<file path="config.mk">
export PLATFORM = sky130hd
export DESIGN_NAME = fsm_table_sequencer
export DESIGN_NICKNAME = d
export VERILOG_FILES = /design/src/rtl/fsm_seq_pkg.sv /design/src/rtl/fsm_trans_table.sv /design/src/rtl/fsm_table_sequencer.sv
export SDC_FILE = /design/constraint.sdc
export NUM_CORES = 1
export LEC_CHECK = 0
export ABC_AREA = 1
export BUFFER_PORTS_ARGS = -buffer_cell sky130_fd_sc_hd__buf_2
export CAP_MARGIN = 20
export CELL_PAD_IN_SITES_DETAIL_PLACEMENT = 1
export CELL_PAD_IN_SITES_GLOBAL_PLACEMENT = 1
export CORE_MARGIN = 2
export CORE_UTILIZATION = 35
export DETAILED_ROUTE_END_ITERATION = 8
export PLACE_DENSITY_LB_ADDON = 0.3
export SETUP_SLACK_MARGIN = 0.1
export SLEW_MARGIN = 10
export SYNTH_ARGS = -nofsm -noshare
export SYNTH_HDL_FRONTEND = slang
export SYNTH_SLANG_ARGS = --single-unit
</file>
<file path="constraint.sdc">
create_clock -name clk -period 2.72 [get_ports clk]
set_input_delay 0 -clock clk [delete_from_list [all_inputs] [get_ports clk]]
set_output_delay 0 -clock clk [all_outputs]
set_load 0.005 [all_outputs]
</file>
<file path="src/rtl/fsm_seq_pkg.sv">
// Shared types and constants for the table-driven FSM sequencer.
// Holds the state codes, the controller state enum and the table entry layout.
package fsm_seq_pkg;

   localparam int unsigned NUM_STATES  = 5;
   localparam int          NUM_ENTRIES = int'(NUM_STATES * NUM_STATES);

   localparam logic [2:0] ZERO  = 3'd0;
   localparam logic [2:0] ONE   = 3'd1;
   localparam logic [2:0] TWO   = 3'd2;
   localparam logic [2:0] THREE = 3'd3;
   localparam logic [2:0] FOUR  = 3'd4;

   typedef enum logic [1:0] {
      IDLE,
      RUN,
      CHECK,
      DONE
   } seq_state_e;

   typedef struct packed {
      logic [2:0] ns;
      logic [3:0] out;
   } tbl_entry_t;

   function automatic logic idx_legal(input logic [2:0] idx);
      return idx < 3'(NUM_STATES);
   endfunction

   // Row-major flat index; only meaningful when both indices are legal.
   function automatic logic [4:0] entry_idx(input logic [2:0] row, input logic [2:0] col);
      return 5'(row) * 5'(NUM_STATES) + 5'(col);
   endfunction

endpackage

</file>
<file path="src/rtl/fsm_trans_table.sv">
// 5x5 transition table: synchronous write, combinational read.
// Illegal read indices return ns = rd_state, out = 0 so the caller's state holds.
module fsm_trans_table
   import fsm_seq_pkg::*;
(
   input  logic       clk,
   input  logic       reset,
   input  logic       we,
   input  logic [2:0] wr_state,
   input  logic [2:0] wr_in,
   input  tbl_entry_t wr_data,
   output logic       wr_legal,
   input  logic [2:0] rd_state,
   input  logic [2:0] rd_in,
   output tbl_entry_t rd_data,
   output logic       rd_legal
);

   tbl_entry_t mem_q [NUM_ENTRIES];

   assign wr_legal = idx_legal(wr_state) && idx_legal(wr_in);
   assign rd_legal = idx_legal(rd_state) && idx_legal(rd_in);

   always_ff @(posedge clk) begin
      if (reset) begin
         for (int i = 0; i < NUM_ENTRIES; i++) begin
            mem_q[i] <= '0;
         end
      end else if (we && wr_legal) begin
         mem_q[entry_idx(wr_state, wr_in)] <= wr_data;
      end
   end

   always_comb begin
      rd_data = '0;
      if (rd_legal) begin
         rd_data = mem_q[entry_idx(rd_state, rd_in)];
      end else begin
         rd_data.ns = rd_state;
      end
   end

endmodule

</file>
<file path="src/rtl/fsm_table_sequencer.sv">
// Configures and steps a table-driven Mealy FSM one symbol at a time,
// checking its output against the programmed table and counting mismatches.
module fsm_table_sequencer
   import fsm_seq_pkg::*;
#(
   parameter int unsigned STEP_W = 16,
   parameter int unsigned ERR_W  = 8
) (
   input  logic              clk,
   input  logic              reset,
   input  logic              cfg_we,
   input  logic [2:0]        cfg_state,
   input  logic [2:0]        cfg_in,
   input  logic [2:0]        cfg_ns,
   input  logic [3:0]        cfg_out,
   output logic              cfg_err,
   input  logic              start,
   input  logic              abort,
   input  logic              stim_valid,
   input  logic [2:0]        stim_in,
   input  logic              stim_last,
   output logic              stim_ready,
   output logic              fsm_reset,
   output logic [2:0]        fsm_in,
   output logic [2:0]        fsm_cs,
   output logic [2:0]        fsm_ns,
   output logic [3:0]        fsm_exp_out,
   input  logic [3:0]        fsm_out,
   output logic              busy,
   output logic              done,
   output logic [STEP_W-1:0] step_cnt,
   output logic [ERR_W-1:0]  err_cnt
);

   seq_state_e state_q, state_d;

   logic              cfg_err_q;
   logic              fsm_reset_q;
   logic [2:0]        fsm_in_q, fsm_cs_q, fsm_ns_q, cur_state_q;
   logic [3:0]        fsm_exp_q;
   logic              last_q, illegal_q;
   logic [STEP_W-1:0] step_q;
   logic [ERR_W-1:0]  err_q;

   tbl_entry_t cfg_entry, rd_entry;
   logic       wr_legal, rd_legal;
   logic       mismatch;

   assign cfg_entry.ns  = cfg_ns;
   assign cfg_entry.out = cfg_out;

   fsm_trans_table u_table (
      .clk      (clk),
      .reset    (reset),
      .we       (cfg_we && (state_q == IDLE)),
      .wr_state (cfg_state),
      .wr_in    (cfg_in),
      .wr_data  (cfg_entry),
      .wr_legal (wr_legal),
      .rd_state (cur_state_q),
      .rd_in    (stim_in),
      .rd_data  (rd_entry),
      .rd_legal (rd_legal)
   );

   // Illegal symbols always count as a mismatch, whatever the FSM reports.
   assign mismatch = (fsm_out != fsm_exp_q) || illegal_q;

   always_ff @(posedge clk) begin
      if (reset) begin
         state_q <= IDLE;
      end else begin
         state_q <= state_d;
      end
   end

   always_comb begin
      state_d = state_q;
      unique case (state_q)
         IDLE:    if (start) state_d = RUN;
         RUN: begin
            if (abort) begin
               state_d = IDLE;
            end else if (stim_valid) begin
               state_d = CHECK;
            end
         end
         CHECK: begin
            if (abort) begin
               state_d = IDLE;
            end else begin
               state_d = last_q ? DONE : RUN;
            end
         end
         DONE:    state_d = IDLE;
         default: state_d = IDLE;
      endcase
   end

   always_comb begin
      busy       = 1'b0;
      stim_ready = 1'b0;
      done       = 1'b0;
      unique case (state_q)
         RUN: begin
            busy       = 1'b1;
            stim_ready = 1'b1;
         end
         CHECK:   busy = 1'b1;
         DONE:    done = 1'b1;
         default: ;
      endcase
   end

   always_ff @(posedge clk) begin
      if (reset) begin
         cfg_err_q   <= 1'b0;
         fsm_reset_q <= 1'b1;
         fsm_in_q    <= '0;
         fsm_cs_q    <= '0;
         fsm_ns_q    <= '0;
         fsm_exp_q   <= '0;
         cur_state_q <= ZERO;
         last_q      <= 1'b0;
         illegal_q   <= 1'b0;
         step_q      <= '0;
         err_q       <= '0;
      end else begin
         fsm_reset_q <= 1'b0;
         if (cfg_we && ((state_q != IDLE) || !wr_legal)) begin
            cfg_err_q <= 1'b1;
         end
         unique case (state_q)
            IDLE: begin
               if (start) begin
                  step_q      <= '0;
                  err_q       <= '0;
                  cur_state_q <= ZERO;
                  fsm_reset_q <= 1'b1;
               end
            end
            RUN: begin
               if (!abort && stim_valid) begin
                  fsm_in_q  <= stim_in;
                  fsm_cs_q  <= cur_state_q;
                  fsm_ns_q  <= rd_entry.ns;
                  fsm_exp_q <= rd_entry.out;
                  last_q    <= stim_last;
                  illegal_q <= !rd_legal;
               end
            end
            CHECK: begin
               if (!abort) begin
                  cur_state_q <= fsm_ns_q;
                  step_q      <= step_q + STEP_W'(1);
                  if (mismatch && (err_q != {ERR_W{1'b1}})) begin
                     err_q <= err_q + ERR_W'(1);
                  end
               end
            end
            default: ;
         endcase
      end
   end

   assign cfg_err     = cfg_err_q;
   assign fsm_reset   = fsm_reset_q;
   assign fsm_in      = fsm_in_q;
   assign fsm_cs      = fsm_cs_q;
   assign fsm_ns      = fsm_ns_q;
   assign fsm_exp_out = fsm_exp_q;
   assign step_cnt    = step_q;
   assign err_cnt     = err_q;

endmodule

</file>
* Word-level counts from Yosys, hierarchy flattened
Memory sizes are Yosys's and may differ from the RTL's.
Cells that the tools add are included.
** Operators by class
- Eq/ne operators :: 9
- Divide/modulo/power cells :: 0
- Shifts and indexed selects :: 0
- Bitwise gates (word level) :: 0
- Add/subtract/negate cells :: 4
- Multiply operators :: 2
- Magnitude comparators :: 4
- Reductions and logical operators :: 21
- Mux-type cells :: 31
** Operators by type and width (number)
- 16-bit two-way mux :: 2
- 16-bit one-hot mux with 2 select lines :: 1
- 8-bit two-way mux :: 3
- 16-bit by 1-bit adder with 16-bit output (second input constant) :: 1
- 8-bit one-hot mux with 2 select lines :: 1
- 3-bit less-than comparator (second input constant) :: 4
- 1-bit two-way mux :: 11
- 5-bit by 3-bit adder with 5-bit output :: 2
- 3-bit by 3-bit multiplier with 5-bit output (second input constant) :: 2
- 2-bit two-way mux :: 5
- 3-bit two-way mux :: 3
- 8-bit by 1-bit adder with 8-bit output (second input constant) :: 1
- 8-bit inequality test (second input constant) :: 1
- 2-bit one-hot mux with 4 select lines :: 1
- 1-bit logical AND :: 7
- 7-bit two-way mux :: 1
- 7-bit OR reduction :: 1
- 2-bit inequality test (second input constant) :: 3
- 3-bit one-hot mux with 2 select lines :: 1
- 5-bit two-way mux :: 1
- 2-bit equality test (second input constant) :: 2
- 4-bit two-way mux :: 1
- 4-bit inequality test :: 1
- 2-bit AND reduction :: 2
- 9 further kinds :: 13
** Storage, ports and cells
- Memory bits (read-only) :: 0
- Memories kept :: 1
- Register bits :: 46
- Bits in latches :: 0
- Word-level logic and storage cells :: 84
- Memory bits (writable) :: 175
** Memories
- u_table.mem_q :: depth 25, width 7, read ports 1, clocked after memory_dff 0, write ports 25, RTL line fsm_trans_table.sv:19 : tbl_entry_t mem_q [NUM_ENTRIES];

* Longest topological paths before layout
Gate-level depths: netlist (run 1).
- Depth in word-level cells :: 8
- Depth in mapped cells :: 13
- Gate-level depth less buffers :: 12

* Cells and area by module
A second synthesis (run 1) with hierarchy kept.
** Second synthesis, totals
- Cells, all modules :: 1435
- Area total of the unflattened synthesis :: 13003.7 um2
** By module, submodules not included
- fsm_trans_table :: sequential area each 6726.5 um2, cells each 1116, area each 10737.8 um2, instances 1
- fsm_table_sequencer :: sequential area each 920.9 um2, cells each 319, area each 2265.9 um2, instances 1

* Worst setup path after synthesis (run 1)
Ideal clock, no wire load.
- Path type :: input port to flip-flop
- Start :: input port cfg_state[0]
- End :: memory u_table.mem_q[28][0] (netlist name), enable pin
- Slack :: 0.153 ns
- Data arrival time :: 2.177 ns
- Library setup time :: 0.390 ns
- Stages on the path :: 5
- Buffers on the path :: 0
- Path through :: ha_1 > ha_1 > fa_1 > nand3_1 > nor4_1
** RTL lines
- from (decl) :: RTL line fsm_table_sequencer.sv:12 : input logic [2:0] cfg_state,
- to (decl) :: RTL line fsm_trans_table.sv:19

* Worst setup path after layout (run 1)
- Start :: register cur_state_q[1]
- End :: register fsm_ns_q[1], in the netlist fsm_ns[1]
** On the way
- Longest elaborated chain between the ends :: 4
** Ends and longest elaborated chain
- from (decl) :: RTL line fsm_table_sequencer.sv:39 : logic [2:0] fsm_in_q, fsm_cs_q, fsm_ns_q, cur_state_q;
- from (signal assigned) :: RTL line fsm_table_sequencer.sv:154 : cur_state_q <= fsm_ns_q;
- 3-bit by 3-bit multiplier with 5-bit output :: RTL line fsm_seq_pkg.sv:32 : return 5'(row) * 5'(NUM_STATES) + 5'(col);
- 5-bit by 3-bit adder with 5-bit output :: RTL line fsm_seq_pkg.sv:32
- memory 25 x 7 bit
- 3-bit two-way mux * :: RTL line fsm_trans_table.sv:36 : if (rd_legal) begin
- to (signal assigned) :: RTL line fsm_table_sequencer.sv:146 : fsm_ns_q <= rd_entry.ns;
- to (decl) :: RTL line fsm_table_sequencer.sv:39
Every way passes the cells marked *; elsewhere a longest branch is shown, timed or not.
A chain may end at the register's enable or synchronous reset.

==> qor.yml, run 1 <==
outcome: "finished, final reports clean"
min_period_over_period_pct: 92.29
critPathLaunchType: "flop"
fin_cells: 1951
layout_min_cycle_time_ns: 2.510
grt_util_met2_pct: 35.37
ys_top_cells_by_area: "edfxtp_1 (53%), nor2_1 (9.0%), nand2_1 (8.1%), dfxtp_1 (7.3%), nand3_1 (6.5%)"
die_area_sq_um: 37480
final_hold_viol_count: 0
drt_iter0_drc: 766
rows: 69
yosys.area_share.simple_pct: 25.55
slew-limit-headroom_pct: 55.01
clkSinkCount: 270
routedWlPerCell_um: 20.22
crit_path_end: "fsm_ns[1]$_SDFFE_PP0P_"
die_x_um: 193.6
final_util_pct: 42.75
fmax_mhz: 398.4
hpwl_mm: 25.79
core_area_sq_um: 35480
cts_tree: "done"
first_global_vias: 10460
path_max_fanout: 8
synthMuxAreaShare_pct: 0
yosysUniqueCellTypes: 35
crit_start: "cur_state_q[1]$_SDFFE_PP0P_"
antenna_found_initial: 0
met3_usage_pct: 2.946
grt-ovfl-total: 0
max_cap_viol_count: 0
wl_mm: 39.46
dp.cells: 1870
clock_path_buffers: 3
pin_count: 69
whs_ns: 0.2171
drive_gt1_share_pct: 14.97
yosys.area_share.adder_pct: 2.506
num_vias: 10170
rsz0062_at_grt: "no"
portBuffers: 68
pwr-share-seq_pct: 47.2
gp_congestion: 0.8259
r2r_slack_ns: 0.21
rr_worst_depth: 11
crit_arrival_ns: 2.97
leakage_uw: 0.006019
p_int_uw: 7387
grt_max_degree: 113
crit_type: "flop to flop"
swShare_pct: 24.73
cts_max_level: 1
initial_core_util_pct: 35.46
p_per_area_nw_per_um2: 647.1
syn2layout_area_growth_pct: 20.55
switchingPower_uw: 2428
grt.busiest_layer: "met2"
crit_path_end_kind: "flop"
drv_slew: 0
combPwrFrac_pct: 10.1
grt_pass1_wl_mm: 60.12
syn_area_sq_um: 12580
nNetsFinal: 1517
ant_nets: 0
r2r-start: "cur_state_q[1]$_SDFFE_PP0P_"
cts_made_buffers: 31
dieHeight_um: 193.6
setup_viol: 0
synth_top_family_by_area: "simple AND/OR/NAND/NOR gates"
required_ns: 3.18
ys_ff_latch: 270
root_buffer: "clkbuf_16"
ys_warn_count: 0
hp-class: "primary input to flop"
total_power_uw: 9815
clk-insertion-delay-late_ns: 0.56
tightestPinTransition_ns: 0.6726
whs_path_depth: 4
rr_endpoint: "fsm_ns[1]$_SDFFE_PP0P_"
via_per_inst: 5.212
synth_area_leader_cell: "edfxtp_1"
grtUsageTotal_pct: 20.50
remaining_drc_errors: 0
synth-xor-area-share_pct: 1.163
drt_first_pass_iters: 5
synth.yosys.seq_area_share_pct: 60.78
antenna_cells: 0
fin_worst_skew_ns: 0.007922
met1_usage_pct: 27.04
syn_area_per_cell_sq_um: 9.376
syn-num-nets: 1393
synth_cells: 1342
vdd_ir_drop_max_mv: 0.3861
clockPowerShare_pct: 42.7
synth_top_area_share_pct: 53.46
synth_compound_area_share_pct: 5.788
clk_pin_slew_ns: 0.06
flip-flops by register name (all words and copies together) (netlist names):
signal / cells
last_q: 1
fsm_exp_out: 4
step_cnt: 16
fsm_ns: 3
state_q: 2
fsm_reset: 1
fsm_cs: 3
illegal_q: 1
fsm_in: 3
cfg_err: 1
cur_state_q: 3
u_table.mem_q: 224
err_cnt: 8
metrics by stage:
stage	cell area (sq um)	worst slack [ns]	setup TNS [ns]
5_1_grt	15170	0.09768	0
3_3_place_gp	13800	-0.08093	-3.246
3_5_place_dp	13800	-0.1382	-6.197
4_1_cts	15050	0.1190	0
2_1_floorplan	12580	0.1528	0
6_report	15170	0.2097	0
how the worst min path moves through the flow:
stage | start | to | slack, ns
floorplan | cfg_out[0] | u_table.mem_q[25][0]$_DFFE_PP_ | 0.1
global placement | cfg_we | cfg_err$_SDFFE_PP0P_ | 0.25
detailed placement | start | fsm_reset$_SDFF_PP1_ | 0.26
CTS | start | fsm_reset$_SDFF_PP1_ | 0.20
global route | start | fsm_reset$_SDFF_PP1_ | 0.24
finish | start | fsm_reset$_SDFF_PP1_ | 0.22
placed cells by master (no fill, tap or decap), types with 5 or more instances in the layout:
cell type | netlist | layout
nand2_2 | 6 | 7
clkinv_1 | 10 | 16
buf_2 | 22 | 68
a21oi_1 | 37 | 37
clkbuf_16 | 0 | 33
nor3_1 | 12 | 12
ha_1 | 22 | 16
inv_2 | 4 | 5
nand4_1 | 5 | 5
xor2_1 | 10 | 10
nand3_1 | 163 | 159
nor2_1 | 301 | 301
buf_12 | 0 | 7
inv_1 | 51 | 49
dlygate4sd3_1 | 0 | 21
dfxtp_1 | 46 | 45
buf_4 | 2 | 61
edfxtp_1 | 224 | 224
nand2_1 | 273 | 271
o21ai_0 | 59 | 59
o211ai_1 | 24 | 24
power by group through the flow:
| stage | sequential (uW) | combinational, uW | clock (uW) |
|---|---|---|---|
| after CTS | 4630 | 974 | 4290 |
| after floorplan | 4700 | 538 | 0 |
| after detailed placement | 4720 | 942 | 0 |
| after global routing | 4640 | 1080 | 4420 |
| final | 4630 | 987 | 4190 |
| after global placement | 4710 | 926 | 0 |
timing repair:
item / CTS / global route
setup endpoints to repair: 24 / 223
cloned: 0 / 1
endpoints found under the hold margin: 87 / 0
hold buffers: 21 / 0
buffers inserted: 1 / 1
pin swaps: 1 / 4
resized for setup: 2 / 12
cell families after synthesis:
logic type | Yosys count
compound gates | 130
flops | 270
buf+inv | 132
simple gates | 771
fa+ha+maj | 24
xor+xnor | 15
worst max-delay path: stages (launching register included):
cell and delay, ns:
dfxtp_1 0.37, ha_4 0.29, ha_2 0.17, inv_1 0.06, fa_2 0.66, buf_12 0.14
clkbuf_16 0.15, o211ai_1 0.19, nand3_1 0.15, nand3_1 0.09, nand3_1 0.09, nand2_1 0.05
area by class of cell:
class                           instances  area [sq um]
Inverter                               65         247.7
Tap cell                              461         576.8
Clock buffer                           41         868.3
Multi-Input combinational cell        940          4498
Timing Repair Buffer                  158          1174
Clock inverter                         16         155.1
Sequential cell                       270          7649
Fill cell                            3987         20310
cells in the mapped netlist:
cell / instances
clkinv_1: 10
o21ai_1: 3
o21ai_0: 59
o22ai_1: 1
or2_2: 2
buf_4: 2
inv_2: 4
nor3_2: 1
nor4_1: 1
fa_1: 2
xor2_2: 2
o211ai_1: 24
edfxtp_1: 224
nand2_2: 6
buf_1: 4
a21oi_1: 37
xnor2_1: 3
inv_1: 51
nor2_4: 2
o21a_1: 3
nand2_1: 273
nand3b_1: 2
nand3_1: 163
nand4_1: 5
dfxtp_1: 46
ha_1: 22
nor2_1: 301
nor3_1: 12
a21o_1: 1
nor3_4: 3
clkbuf_1: 39
a211oi_1: 1
a31o_2: 1
xor2_1: 10
buf_2: 22
layer usage:
layer  routed length [um]  vias up
met5                    0        -
met4                  907        0
met3                 1766       59
met2                19350      234
met1                17430     5095
li1                     -     4781
Note: power is estimated with default switching activity, not from simulation.
==> run 2: changes to the inputs <==
Settings changed: CELL_PAD_IN_SITES_DETAIL_PLACEMENT 1 to default, CELL_PAD_IN_SITES_GLOBAL_PLACEMENT 1 to default.
==> run 2 against run 1 <==
Register-to-register slack gained 0.03 ns; combinational power fell by 5.8%; critical endpoint is now fsm_exp_out[1]$_SDFFE_PP0P_; die area unchanged; clock-buffer cell count is 5 lower.
==> qor.yml, run 2 (same netlist as run 1, synthesis figures left out) <==
gp_congestion: 0.8482  # +2.7%
hpwl_mm: 22.67  # -12%
layout_min_cycle_time_ns: 2.484  # -0.02605 ns
crit_start: "cur_state_q[2]$_SDFFE_PP0P_"
num_vias: 9949  # -2.2%
drt_first_pass_iters: 8  # +3
fin_worst_skew_ns: 0.01473  # +0.006812 ns
r2r-start: "cur_state_q[2]$_SDFFE_PP0P_"
rows: 69  # unchanged
drive_gt1_share_pct: 13.93  # -1.0 points
grt-ovfl-total: 0  # unchanged
p_per_area_nw_per_um2: 627.6  # -3.0%
regMostFlops: "u_table.mem_q"
leakage_uw: 0.005949  # -1.2%
clk-insertion-delay-late_ns: 0.55  # about the same
final-seq-area_sq_um: 7649  # unchanged
setup_viol: 0  # unchanged
clk_pin_slew_ns: 0.06  # about the same
grtUsageTotal_pct: 18.31  # -2.2 points
fmax_mhz: 402.5  # +1.0%
crit_path_end_kind: "flop"
remaining_drc_errors: 0  # unchanged
largest_register_ffs: 224  # unchanged
dieHeight_um: 193.6  # unchanged
crit_path_end: "fsm_exp_out[1]$_SDFFE_PP0P_"
drv_slew: 0  # unchanged
tns_ns: 0  # unchanged
antenna_found_initial: 0  # unchanged
tightestPinTransition_ns: 0.5535  # -0.1192 ns
drt_iter0_drc: 833  # +8.7%
final_hold_viol_count: 0  # unchanged
cts_tree: "done"
rsz0062_at_grt: "no"
critPathLaunchType: "flop"
r2r_slack_ns: 0.24  # +0.03 ns
grt_pass1_wl_mm: 54.41  # -9.5%
first_global_vias: 9618  # -8.0%
root_buffer: "clkbuf_16"
antenna_cells: 0  # unchanged
crit_arrival_ns: 2.97  # about the same
whs_ns: 0.1818  # -0.03524 ns
die_area_sq_um: 37480  # unchanged
required_ns: 3.20  # +0.02 ns
nFillCells: 3415  # -14%
syn2layout_area_growth_pct: 18.93
multi_input_area_sq_um: 4436  # -1.4%
path_max_fanout: 21  # +13
via_per_inst: 5.110  # -2.0%
cts_max_level: 1  # unchanged
portBuffers: 68  # unchanged
initial_core_util_pct: 35.46  # unchanged
min_period_over_period_pct: 91.33  # -0.96 points
grt_max_degree: 113  # unchanged
max_cap_viol_count: 0  # unchanged
wl_mm: 34.68  # -12%
die_x_um: 193.6  # unchanged
outcome: "finished, final reports clean"
slew-limit-headroom_pct: 63.10  # +8.1 points
cts_made_buffers: 29  # -6.5%
vdd_ir_drop_max_mv: 0.5081  # +32%
nNetsFinal: 1514  # -0.20%
cts_setup_buffers: 0  # -1
crit_type: "flop to flop"
final_common_cell: "nor2_1"
rr_endpoint: "fsm_exp_out[1]$_SDFFE_PP0P_"
ant_nets: 0  # unchanged
pin_count: 69  # unchanged
clock_path_buffers: 3  # unchanged
clkSinkCount: 270  # unchanged
final_cell_mix: "nor2_1 (301), nand2_1 (273), edfxtp_1 (224)"
routedWlPerCell_um: 17.81  # -12%
whs_path_depth: 8  # +4
core_area_sq_um: 35480  # unchanged
hp-class: "primary input to flop"
rr_worst_depth: 11  # unchanged
-- run 2: cell types whose count changed in the layout (fill, tap and decap cells not counted), moves of 3 or more --
cell | before | now
dlygate4sd3_1 | 21 | 24
ha_1 | 16 | 19
nand3_2 | 4 | 1
nand3_1 | 159 | 162
clkinv_4 | 0 | 3
clkbuf_1 | 3 | 6
ha_4 | 4 | 1
clkbuf_2 | 3 | 0
clkbuf_16 | 33 | 29
-- run 2: worst max-delay path: stages (launching register included) --
cell and delay [ns]:
dfxtp_2 0.34, ha_1 0.29, ha_1 0.32, inv_1 0.06
fa_2 0.58, buf_12 0.18, nand3_1 0.18, nand3_1 0.12
nand2_1 0.06, nand2_1 0.08, nand3_1 0.08, a21oi_1 0.12
-- run 2: cell type report --
| cell class | instances | area share, % |
|---|---|---|
| Clock buffer | 36 | 5.092 |
| Clock inverter | 18 | 1.028 |
| Inverter | 65 | 1.630 |
| Multi-Input combinational cell | 940 | 29.64 |
| Sequential cell | 270 | 51.11 |
| Tap cell | 461 | 3.855 |
| Timing Repair Buffer | 157 | 7.642 |
-- run 2: layer usage --
metal  part of all wire, %  global-route usage, %  routed length, um
met3                   6.0                  2.894               2065
met2                    47                  30.20              16380
met1                    44                  24.97              15320
met4                   2.6                  5.259                917
met5                     0                      0                  0
-- run 2: power breakdown --
part,leakage (uW),internal [uW],switching [uW]
sequential,0.00264,4580,45.1
clock,0.000444,2180,1650
combinational,0.00287,282,648
total,0.00595,7050,2350
-- run 2: worst min path at each step --
stage / startpoint / to / slack (ns)
3_5_place_dp: start / fsm_reset$_SDFF_PP1_ / 0.25
4_1_cts: fsm_out[2] / err_cnt[6]$_SDFFE_PP0P_ / 0.18
6_report: fsm_out[2] / err_cnt[3]$_SDFFE_PP0P_ / 0.18
2_1_floorplan: cfg_out[0] / u_table.mem_q[25][0]$_DFFE_PP_ / 0.1
3_3_place_gp: start / fsm_reset$_SDFF_PP1_ / 0.23
5_1_grt: start / fsm_reset$_SDFF_PP1_ / 0.28
-- run 2: through the flow --
| step | cell area (sq um) | std cells | util (%) | worst slack, ns | power, uW |
|---|---|---|---|---|---|
| after detailed placement | 13800 | 1869 | 38.88 | 0.1172 | 5613 |
| after global routing | 14960 | 1947 | 42.17 | 0.1010 | 9717 |
| after global placement | 13800 | 1869 | 38.88 | 0.1612 | 5606 |
| after CTS | 14950 | 1947 | 42.14 | 0.1214 | 9448 |
| final | 14960 | 1947 | 42.17 | 0.2357 | 9391 |
| after floorplan | 12580 | 1342 | - | 0.1528 | 5240 |
-- run 2: timing repair --
item | in CTS | in global routing
hold endpoints to repair | 79 | 0
pin swaps | 0 | 1
hold buffers | 24 | 0
endpoints found under the setup margin | 1 | 12
gates resized for setup | 1 | 5
==> run 3: changes to the inputs <==
Settings changed: CORE_UTILIZATION 35 to 55.
==> run 3 against run 2 <==
Clock-buffer cell count up 7; power is 0.68% lower; wire length is 7.6% lower; sequential share of layout area is 0.88 points higher; flip-flop and latch count unchanged; critical path depth is 1 higher; combinational power fell by 2%; setup slack worse by 0.013 ns; fmax fell by 0.52%; sequential power hardly changed; first-iteration DRC count is 35% higher; core utilization increased by 23 points.
==> qor.yml, run 3 (same netlist as run 1, synthesis figures left out) <==
rsz0062_at_grt: "yes"
rows: 55  # -20%
cts_max_level: 1  # unchanged
setup_viol: 0  # unchanged
layout_min_cycle_time_ns: 2.497  # +0.01301 ns
whs_ns: 0.2411  # +0.05924 ns
r2r_slack_ns: 0.22  # about the same
routed-wl-met3_mm: 2.809  # +36%
portBuffers: 68  # unchanged
final_hold_viol_count: 0  # unchanged
vdd_ir_drop_max_mv: 0.7098  # +40%
top_layer: "met4"
clk-insertion-delay-late_ns: 0.54  # about the same
cts_tree: "done"
critPathLaunchType: "flop"
max_cap_viol_count: 0  # unchanged
pin_count: 69  # unchanged
cpLargestDelayFamily: "adder cells"
crit_type: "flop to flop"
antenna_found_initial: 0  # unchanged
leakage_uw: 0.005930  # -0.32%
via_per_inst: 5.655  # +11%
critical_path_buf_inv_count: 3  # +1
num_vias: 9998  # +0.49%
cts_made_buffers: 28  # -3.4%
fmax_mhz: 400.4  # -0.52%
die_x_um: 155.3  # -20%
crit_arrival_ns: 2.91  # -0.06 ns
path_max_fanout: 14  # -33%
ant_nets: 0  # unchanged
remaining_drc_errors: 0  # unchanged
initial_core_util_pct: 55.74  # +20 points
tightestPinTransition_ns: 0.4904  # -0.06307 ns
die_area_sq_um: 24100  # -36%
cp_common_cell: "nand3_1"
crit_path_end_kind: "flop"
dieHeight_um: 155.3  # -20%
drt-met1-wl_mm: 12.70  # -17%
slew-limit-headroom_pct: 67.31  # +4.2 points
grt-ovfl-total: 0  # unchanged
clock_path_buffers: 3  # unchanged
syn2layout_area_growth_pct: 16.93
antenna_cells: 0  # unchanged
core_area_sq_um: 22570  # -36%
gp_congestion: 0.8838  # +4.2%
dr_wl_met2_mm: 15.63  # -4.5%
clkSinkCount: 270  # unchanged
first_global_vias: 9526  # -0.96%
final_common_cell: "nor2_1"
final_cell_mix: "nor2_1 (301), nand2_1 (272), edfxtp_1 (224)"
tns_ns: 0  # unchanged
nNetsFinal: 1512  # -0.13%
required_ns: 3.13  # -0.07 ns
drv_slew: 0  # unchanged
clk_pin_slew_ns: 0.06  # about the same
slowest_stage: "fa_2"
path_cells: "ha_1 > ha_1 > inv_1 > fa_2 > inv_2 > buf_4 > nand3_1 > nand3_1 > nand2_1 > nand2_1 > nand3_1 > a21oi_1"
drt_iter0_drc: 1121  # +35%
hp-class: "primary input to flop"
grtUsageTotal_pct: 26.56  # +8.2 points
routedWlPerCell_um: 18.13  # +1.8%
fin_worst_skew_ns: 0.01129  # -0.003440 ns
largest_register_ffs: 224  # unchanged
drt_first_pass_iters: 6  # -2
root_buffer: "clkbuf_16"
min_period_over_period_pct: 91.81  # +0.48 points
grt_pass1_wl_mm: 49.82  # -8.4%
hpwl_mm: 20.42  # -9.9%
drive_gt1_share_pct: 13.96  # +0.028 points
regMostFlops: "u_table.mem_q"
crit_path_max_incr_delay_ns: 0.62  # +0.04 ns
p_per_area_nw_per_um2: 634.0  # +1.0%
outcome: "finished, final reports clean"
wl_mm: 32.05  # -7.6%
grt_max_degree: 67  # -41%
run 3: changes by cell type in the layout (fill, tap and decap cells not counted), sizes merged:
cell,delta
clkbuf,+8
clkinv,-5
dlygate4sd3,-4
inv,-3
buf,+2
clkinvlp,-1
run 3: routing by layer:
metal	global-route usage [%]	up-vias
li1	-	4781
met1	34.81	4682
met2	45.33	455
met3	4.485	80
met4	8.825	0
met5	0	-
run 3: worst register-to-register path, delay by kind of cell, from the launching register on:
family	cells	cell delay [ns]
AO/OA/AOI/OAI	1	0.06
adder cells (fa/ha/maj)	3	1.19
AND/OR/NAND/NOR	5	0.49
flip-flops	1	0.34
buffers and inverters	3	0.31
run 3: area by class of cell:
type / count / area, sq um
Fill cell: 1760 / 7860
Sequential cell: 270 / 7649
Multi-Input combinational cell: 940 / 4433
Timing Repair Buffer: 156 / 1119
Clock buffer: 43 / 812.0
Tap cell: 285 / 356.6
Inverter: 65 / 247.7
Clock inverter: 9 / 95.09
run 3: path summary, 6_finish.rpt:
path | startpoint | to | depth (start not counted)
worst max-delay path | cur_state_q[2]$_SDFFE_PP0P_ | fsm_exp_out[0]$_SDFFE_PP0P_ | 12
worst min-delay path | fsm_out[2] | err_cnt[6]$_SDFFE_PP0P_ | 8
worst max register to register | cur_state_q[2]$_SDFFE_PP0P_ | fsm_exp_out[0]$_SDFFE_PP0P_ | 12
worst min register to register | last_q$_SDFFE_PP0P_ | last_q$_SDFFE_PP0P_ | 2
run 3: metrics by stage:
stage | utilization, % | setup slack (ns) | power [uW] | area [sq um] | std cells
6_report | 65.18 | 0.2227 | 9327 | 14710 | 1768
5_1_grt | 65.18 | 0.08618 | 9601 | 14710 | 1768
4_1_cts | 65.01 | 0.1535 | 9325 | 14670 | 1767
3_5_place_dp | 60.11 | 0.1180 | 5577 | 13570 | 1695
3_3_place_gp | 60.11 | 0.1602 | 5565 | 13570 | 1695
2_1_floorplan | - | 0.1528 | 5240 | 12580 | 1342
run 3: repair_timing:
item,CTS,global route
endpoints found under the setup margin,0,60
buffers inserted,0,0
hold endpoints to repair,87,0
hold buffers,20,0
resized for setup,0,5
run 3: power breakdown:
| group | internal (uW) | switching (uW) | total [uW] |
|---|---|---|---|
| clock | 2240 | 1550 | 3790 |
| combinational | 281 | 632 | 912 |
| sequential | 4580 | 44.1 | 4630 |
